--- src/rtl/instr_seq_pkg.sv ---
// Shared types and helpers for the instruction timing sequencer.
package instr_seq_pkg;

  localparam int unsigned MIN_STEPS = 4;
  localparam int unsigned MAX_STEPS = 64;

  typedef enum logic [0:0] {
    SEQ_RUN  = 1'b0,
    SEQ_HALT = 1'b1
  } seq_state_t;

  // OR of set-bit positions; exact for a one-hot or all-zero vector
  function automatic logic [31:0] onehot_to_idx(input logic [MAX_STEPS-1:0] oh);
    logic [31:0] idx;
    idx = '0;
    for (int unsigned i = 0; i < MAX_STEPS; i++) begin
      if (oh[i]) idx = idx | i;
    end
    return idx;
  endfunction

endpackage

--- src/rtl/instr_sequencer_if.sv ---
// Decoder-side request/step bundle for instr_sequencer.
// Optional single-step signals under INSTR_SEQUENCER_SINGLE_STEP_EN.
interface instr_sequencer_if #(
  parameter int unsigned NUM_STEPS = 10,
  parameter int unsigned CNT_W     = 16
);
  localparam int unsigned IDX_W = $clog2(NUM_STEPS);

  logic                 run;
  logic                 halt_req;
  logic                 end_instr;
  logic                 skip_en;
  logic [IDX_W-1:0]     skip_to;
  logic                 wait_in;
  logic                 enter;
  logic [NUM_STEPS-1:0] t;
  logic [IDX_W-1:0]     step_idx;
  logic                 running;
  logic                 halted;
  logic                 read;
  logic                 instr_done;
  logic [CNT_W-1:0]     instr_count;

`ifdef INSTR_SEQUENCER_SINGLE_STEP_EN
  logic step_mode;
  logic step_go;
  logic step_hold;

  modport master (
    output run, halt_req, end_instr, skip_en, skip_to, wait_in, enter, step_mode, step_go,
    input  t, step_idx, running, halted, read, instr_done, instr_count, step_hold
  );
  modport slave (
    input  run, halt_req, end_instr, skip_en, skip_to, wait_in, enter, step_mode, step_go,
    output t, step_idx, running, halted, read, instr_done, instr_count, step_hold
  );
`else
  modport master (
    output run, halt_req, end_instr, skip_en, skip_to, wait_in, enter,
    input  t, step_idx, running, halted, read, instr_done, instr_count
  );
  modport slave (
    input  run, halt_req, end_instr, skip_en, skip_to, wait_in, enter,
    output t, step_idx, running, halted, read, instr_done, instr_count
  );
`endif

endinterface

--- src/rtl/instr_sequencer_step_encoder.sv ---
// One-hot step vector to binary step index (all-zero input gives 0).
module step_encoder
  import instr_seq_pkg::*;
#(
  parameter int unsigned NUM_STEPS = 10
) (
  input  logic [NUM_STEPS-1:0]         onehot_i,
  output logic [$clog2(NUM_STEPS)-1:0] idx_o
);
  localparam int unsigned IDX_W = $clog2(NUM_STEPS);

  assign idx_o = IDX_W'(onehot_to_idx(MAX_STEPS'(onehot_i)));

endmodule

--- src/rtl/instr_sequencer.sv ---
// Instruction timing sequencer: one-hot step chain with end/skip/stall/halt and retire counter.
// Optional single-step hold at t0 under INSTR_SEQUENCER_SINGLE_STEP_EN.
module instr_sequencer
  import instr_seq_pkg::*;
#(
  parameter int unsigned NUM_STEPS = 10,
  parameter int unsigned CNT_W     = 16
) (
  input  logic               clk,
  input  logic               rst_n,
  instr_sequencer_if.slave   bus
);
  localparam int unsigned    IDX_W   = $clog2(NUM_STEPS);
  localparam logic [IDX_W:0] STEPS_W = (IDX_W+1)'(NUM_STEPS);

  seq_state_t           state_q, state_d;
  logic [NUM_STEPS-1:0] t_q, t_d;
  logic                 done_q, done_d;
  logic [CNT_W-1:0]     cnt_q, cnt_d;
  logic [IDX_W-1:0]     step_idx;
  logic                 running;
  logic                 stall;
  logic                 skip_ok;
  logic                 hold;

  step_encoder #(.NUM_STEPS(NUM_STEPS)) u_step_encoder (
    .onehot_i (t_q),
    .idx_o    (step_idx)
  );

  assign running = (state_q == SEQ_RUN);
  assign stall   = running && bus.wait_in && !bus.enter;

  // Only strictly forward, in-range targets are honoured
  assign skip_ok = bus.skip_en && (bus.skip_to > step_idx) && ({1'b0, bus.skip_to} < STEPS_W);

`ifdef INSTR_SEQUENCER_SINGLE_STEP_EN
  assign hold          = bus.step_mode && t_q[0] && !bus.step_go;
  assign bus.step_hold = running && bus.step_mode && t_q[0];
`else
  assign hold = 1'b0;
`endif

  always_comb begin
    state_d = state_q;
    t_d     = t_q;
    done_d  = 1'b0;
    cnt_d   = cnt_q;
    unique case (state_q)
      SEQ_RUN: begin
        if (bus.halt_req) begin
          state_d = SEQ_HALT;
          t_d     = '0;
        end else if (!stall && !hold) begin
          if (bus.end_instr || t_q[NUM_STEPS-1]) begin
            t_d    = NUM_STEPS'(1);
            done_d = 1'b1;
            if (cnt_q != '1) cnt_d = cnt_q + CNT_W'(1);
          end else if (skip_ok) begin
            t_d = NUM_STEPS'(1) << bus.skip_to;
          end else begin
            t_d = t_q << 1;
          end
        end
      end
      SEQ_HALT: begin
        if (bus.run) begin
          state_d = SEQ_RUN;
          t_d     = NUM_STEPS'(1);
        end
      end
      default: begin
        state_d = SEQ_RUN;
        t_d     = NUM_STEPS'(1);
      end
    endcase
  end

  always_ff @(posedge clk or negedge rst_n) begin
    if (!rst_n) begin
      state_q <= SEQ_RUN;
      t_q     <= NUM_STEPS'(1);
      done_q  <= 1'b0;
      cnt_q   <= '0;
    end else begin
      state_q <= state_d;
      t_q     <= t_d;
      done_q  <= done_d;
      cnt_q   <= cnt_d;
    end
  end

  assign bus.t           = t_q;
  assign bus.step_idx    = step_idx;
  assign bus.running     = running;
  assign bus.halted      = (state_q == SEQ_HALT);
  assign bus.read        = stall;
  assign bus.instr_done  = done_q;
  assign bus.instr_count = cnt_q;

endmodule
--- src/flat_wrapper.sv ---
// flat-port wrapper written by rule: the top's interface ports become plain ports
module instr_sequencer_flat import instr_seq_pkg::*;
#(
  parameter int unsigned NUM_STEPS = 10,
  parameter int unsigned CNT_W     = 16
)
  (clk, rst_n, bus_run, bus_halt_req, bus_end_instr, bus_skip_en, bus_skip_to, bus_wait_in, bus_enter, bus_t, bus_step_idx, bus_running, bus_halted, bus_read, bus_instr_done, bus_instr_count);
  instr_sequencer_if #(.NUM_STEPS(NUM_STEPS), .CNT_W(CNT_W)) bus_i ();
  input  logic clk;
  input  logic rst_n;
  input wire logic [$bits(bus_i.run)-1:0] bus_run;
  input wire logic [$bits(bus_i.halt_req)-1:0] bus_halt_req;
  input wire logic [$bits(bus_i.end_instr)-1:0] bus_end_instr;
  input wire logic [$bits(bus_i.skip_en)-1:0] bus_skip_en;
  input wire logic [$bits(bus_i.skip_to)-1:0] bus_skip_to;
  input wire logic [$bits(bus_i.wait_in)-1:0] bus_wait_in;
  input wire logic [$bits(bus_i.enter)-1:0] bus_enter;
  output wire logic [$bits(bus_i.t)-1:0] bus_t;
  output wire logic [$bits(bus_i.step_idx)-1:0] bus_step_idx;
  output wire logic [$bits(bus_i.running)-1:0] bus_running;
  output wire logic [$bits(bus_i.halted)-1:0] bus_halted;
  output wire logic [$bits(bus_i.read)-1:0] bus_read;
  output wire logic [$bits(bus_i.instr_done)-1:0] bus_instr_done;
  output wire logic [$bits(bus_i.instr_count)-1:0] bus_instr_count;
  assign bus_i.run = bus_run;
  assign bus_i.halt_req = bus_halt_req;
  assign bus_i.end_instr = bus_end_instr;
  assign bus_i.skip_en = bus_skip_en;
  assign bus_i.skip_to = bus_skip_to;
  assign bus_i.wait_in = bus_wait_in;
  assign bus_i.enter = bus_enter;
  assign bus_t = bus_i.t;
  assign bus_step_idx = bus_i.step_idx;
  assign bus_running = bus_i.running;
  assign bus_halted = bus_i.halted;
  assign bus_read = bus_i.read;
  assign bus_instr_done = bus_i.instr_done;
  assign bus_instr_count = bus_i.instr_count;
  instr_sequencer #(.NUM_STEPS(NUM_STEPS), .CNT_W(CNT_W)) u_core (.clk(clk), .rst_n(rst_n), .bus(bus_i));
endmodule
--- config.mk ---
export PLATFORM = sky130hd
export DESIGN_NAME = instr_sequencer_flat
export DESIGN_NICKNAME = d
export VERILOG_FILES = /design/src/rtl/instr_seq_pkg.sv /design/src/rtl/instr_sequencer_if.sv /design/src/rtl/instr_sequencer_step_encoder.sv /design/src/rtl/instr_sequencer.sv /design/src/flat_wrapper.sv
export SDC_FILE = /design/constraint.sdc
export NUM_CORES = 1
export LEC_CHECK = 0
export CAP_MARGIN = 25
export CORE_UTILIZATION = 35
export DETAILED_ROUTE_END_ITERATION = 6
export HOLD_SLACK_MARGIN = 0.05
export MAX_ROUTING_LAYER = met4
export PLACE_DENSITY_LB_ADDON = 0.1
export RECOVER_POWER = 100
export SLEW_MARGIN = 20
export SYNTH_ARGS = -nofsm -noshare
export SYNTH_HDL_FRONTEND = slang
export SYNTH_SLANG_ARGS = --single-unit
export TNS_END_PERCENT = 5
--- constraint.sdc ---
create_clock -name clk -period 4.13 [get_ports clk]
set_clock_uncertainty 0.1 [all_clocks]
set_input_delay 1.0325 -clock clk [delete_from_list [all_inputs] [get_ports clk]]
set_output_delay 1.0325 -clock clk [all_outputs]
set_load 0.02 [all_outputs]
==> Word level (Yosys, flattened, before mapping) <==
Cells that the tools add are included.
W data, S select, Z words.
{ "word_totals": {"elab_cells": 44, "reg_bits": 28} }
{ "op_classes": {"n_shift": 1, "n_bitwise": 3, "order_cmp": 2, "n_reduce_logical": 8, "n_mux": 22, "addsub": 1, "eq_ne": 3} }
{ "op_table": {"columns": ["operator", "n"], "rows": [
  ["$mux W10", 5],
  ["$pmux W10 S2", 1],
  ["$add A16 B1 Y16 const B", 1],
  ["$ne A16 B16 Y1 const B", 1],
  ["$mux W3", 4],
  ["$shl A1 B4 Y10 const A", 1],
  ["$mux W4", 2],
  ["$mux W1", 7],
  ["$reduce_and A5 Y1", 1],
  ["$gt A4 B4 Y1", 1],
  ["$logic_and A1 B1 Y1", 4],
  ["$lt A4 B4 Y1 const B", 1],
  ["$mux W2", 2],
  ["$ne A3 B3 Y1 const B", 1],
  ["$not A1 Y1", 3],
  ["$ne A2 B2 Y1 const B", 1],
  ["$pmux W1 S2", 1],
  ["$reduce_and A2 Y1", 1],
  ["$logic_not A1 Y1", 1],
  ["$logic_or A1 B1 Y1", 1]
]} }

==> Longest topological paths before layout <==
{ "depth": {"word_depth": 17, "ltp_mapped": 10, "mapped_depth_nobuf": 9} }

==> By module <==
From an unflattened synthesis, not the netlist that was laid out.
{ "unflattened": {"hier_cells": 153, "hier_area_um2": 1572.8} }
{ "by_module_without_submodules": {"columns": ["module", "seq_area_each_um2", "n_inst", "cells_each", "area_per_inst_um2"], "rows": [
  ["instr_sequencer", 701.9, 1, 146, 1539.0],
  ["step_encoder", 0.0, 1, 7, 33.8]
]} }

==> Least setup slack after synthesis <==
Ideal clock, no wire load.
{ "synth_path": {"kind": "input -> output", "startpoint": "in bus_wait_in", "endpoint": "out bus_read", "t_arrival_ns": 1.431, "path_stages": 2, "slack_ns": 1.566, "t_required_ns": 2.998, "n_path_buf": 0, "cell_sequence": "nor2b_4 and2_1"} }
{ "synth_via": {"elab_chain_len": 2} }
{ "synth_rtl": {"columns": ["item", "line_no", "source"], "rows": [
  ["start: declaration", "flat_wrapper.sv:16", "input wire logic [$bits(bus_i.wait_in)-1:0] bus_wait_in;"],
  ["$logic_and A1 B1 Y1 (2 in series)", "instr_sequencer.sv:32", "assign stall = running && bus.wait_in && !bus.enter;"],
  ["end: declaration", "flat_wrapper.sv:22", "output wire logic [$bits(bus_i.read)-1:0] bus_read;"]
]} }
Every way passes these cells.

==> Final worst setup path <==
Ends and elaborated chain as after synthesis.

==> flow_summary_export.csv <==
group,metric,value,unit
status,outcome,"finished clean",
global_routing,antenna_found_initial,0,
clocking,cts_setup_buffers,0,
critical_path,required,3.00,ns
floorplan,fp.coreArea,4354,um2
timing,setup_violations,0,
yosys,ys_warn_count,0,
timing,finalCritPeriodShare,87.05,%
yosys,synth_edf_count,0,
yosys,netlist_area,1583,um2
power,power.density,335.8,nW/um2
yosys,synth.top_cells.by_count,"dfrtp_1 (27), nand2_1 (23), nor2_1 (14), nand4_1 (9), xor2_1 (9)",
routing,dr_total_vias,1413,
floorplan,ios,46,
yosys,synth-seq-cells,28,
routing,dr.pass1.iters,4,
clocking,cts_resized,0,
placed_design,dp.cells,262,
yosys,synth.distinct_cells,36,
critical_path,worstPathMaxFanout,5,
power,ir_worst_vdd,182.6,uV
global_routing,grt_overflow,0,
timing,rsz0062_at_grt,"no",
clocking,cts_tree,"built",
timing,maxSlewViolCount,0,
timing,finalHoldViolCount,0,
clocking,cts_root_buffer,"clkbuf_8",
layout,nNetsFinal,232,
global_routing,grt_use_met3,3.779,%
critical_path,critPathMaxStageDelay,0.66,ns
layout,drive_gt1_share,6.075,%
critical_path,crit_chain,"clkdlybuf4s50_1 > nor2b_4 > and2_1 > dlygate4sd3_1",
placed_design,io_buffers,45,
clocking,hold_buffers,0,
global_routing,grt_max_degree,29,
routing,drcViolationCount,0,
yosys,synth_top_area_cell,"dfrtp_1",
floorplan,die_w,69.25,um
clocking,clk_pin_slew,0.09,ns
critical_path,arrival,2.46,ns
critical_path,cp-end-kind,"output port",
floorplan,dieArea,4795,um2
floorplan,initial_utilization,36.35,%
layout,finalNonFillerCells,266,
yosys,syn_inst,164,
global_routing,grt_pass1_vias,1306,
clocking,clk_path_buf_depth,2,
global_routing,grt_use_met2,25.57,%
clocking,cts_sinks,28,
critical_path,cp_slowest_cell,"dlygate4sd3_1",
timing,worstMarginPinSlew,1.491,ns
global_routing,grt_pass1_wl,6.354,mm
timing,timing.fmax,278.2,MHz
floorplan,row_count,24,
floorplan,fp.dieH,69.25,um
layout,diodes,0,
yosys,yosys-top-cells-area,"dfrtp_1 (43%), nand2_1 (5.5%), xor2_1 (5.0%)",
yosys,yosysMostFrequentCell,"dfrtp_1",
routing,wirelength,3.597,mm
routing,ant_nets,0,
critical_path,critPathKind,"in2out",
yosys,synth_flop_cell,"dfrtp_1",
yosys,synth_top_area_share,42.69,%
global_routing,track_usage,16.53,%
clocking,cts_buffers,3,
clocking,clock_latency,0.28,ns
worst_hold_path,min_path_type,"reg2reg",
routing,viasPerCell,5.312,
global_routing,grt_busiest_layer,"met2",
timing,relSlewSlack,0.6313,%
routing,drt_iter0_drc,61,
yosys,seq_area_frac_synth,44.35,%
timing,period_minus_slack,3.595,ns
placed_design,gp_congestion,0.8761,
yosys,syn_nets,181,
global_routing,use_met1,22.50,%
layout,synthToLayoutAreaGrowth,35.65,%
placed_design,dp_hpwl,2.688,mm
clocking,h-tree-depth,1,
timing,tns,0,ns
yosys,async_flop_share,100.0,%
critical_path,cp-start-kind,"input pin",
yosys,postSynthAreaPerCell,9.651,um2
power,power.static_leakage,1.010,nW
routing,routedWlPerCell,13.52,um
layout,finalCoreUtilization,49.31,%
job,drv_cap,0,
-- critical path, delay by kind of cell --
family,cells,cell delay (ns)
buffers and inverters,2,1.11
and+or+nand+nor,2,0.31
-- kinds of logic (layout without fill, tap and decap cells) --
group                      Yosys count  count (layout)  synth area share (%)
AOI/OAI and AO/OA                   19              19                 9.012
xor gates and xnor gates            14              14                 7.747
adders and majority gates            5               5                 3.953
buffers and inverters               10              60                 2.529
DFF                                 28              28                 44.35
muxes                                2               2                 1.423
and+or+nand+nor                     86              86                 30.99
-- layer usage --
metal / vias to the layer above / share of wire (%)
li1: 701 / -
met1: 676 / 47
met2: 32 / 49
met3: 4 / 3.4
met4: 0 / 0.58
met5: - / 0
-- where the power goes --
part           total, W  switching, W  leakage (nW)  internal (W)
clock          0.000217     0.0000868        0.0357      0.000130
combinational  0.000169     0.0000933         0.598     0.0000761
sequential     0.000335     0.0000352         0.376      0.000300
total          0.000721      0.000215          1.01      0.000506
-- metrics by stage --
step	total power, W	area, um2	hold WS [ns]	setup slack, ns
3_5_place_dp	0.0005254	2112	0.3802	0.5844
4_1_cts	0.0007453	2183	0.3962	0.5838
3_3_place_gp	0.0005229	2112	0.3774	0.6036
5_1_grt	0.0007610	2147	0.4117	0.4507
2_1_floorplan	0.0004290	1583	0.4146	1.566
6_report	0.0007211	2147	0.3895	0.5349
-- registers in the layout, indices dropped and copies added (netlist names) --
signal and flops:
u_core.bus.t 10, u_core.bus.halted 1, u_core.bus.instr_done 1, u_core.bus.instr_count 16
-- cell type report --
type                            instances  area, um2
Fill cell                             410       2207
Multi-Input combinational cell        126      812.0
Sequential cell                        28      701.9
Timing Repair Buffer                   48      465.4
Tap cell                               52      65.06
Clock buffer                            3      41.29
Inverter                                8      31.28
Clock inverter                          1      30.03
-- placed cells by master (no fill, tap or decap), drive strengths merged, types with 7 or more instances in the layout --
cell type and instances:
nand4 9, nor2 14, o211ai 7, nand3 9, nand2 23, xor2 9
dfrtp 27, dlygate4sd3 37, nor3 8, clkdlybuf4s50 8, inv 7
-- path summary, 6_finish.rpt --
check	start	endpoint	slack, ns	depth (start not counted)
max in group asynchronous	rst_n	u_core.bus.instr_count[9]	1.53	2
setup / recovery	bus_wait_in	bus_read	0.53	4
hold reg to reg	u_core.bus.instr_count[5]	u_core.bus.instr_count[5]	0.39	1
hold / removal	u_core.bus.instr_count[5]	u_core.bus.instr_count[5]	0.39	1
min in group asynchronous	rst_n	u_core.bus.instr_count[10]	1.54	2
setup reg to reg	u_core.bus.t[7]	u_core.bus.t[9]	1.33	8
Note: power is estimated with default switching activity, not from simulation.
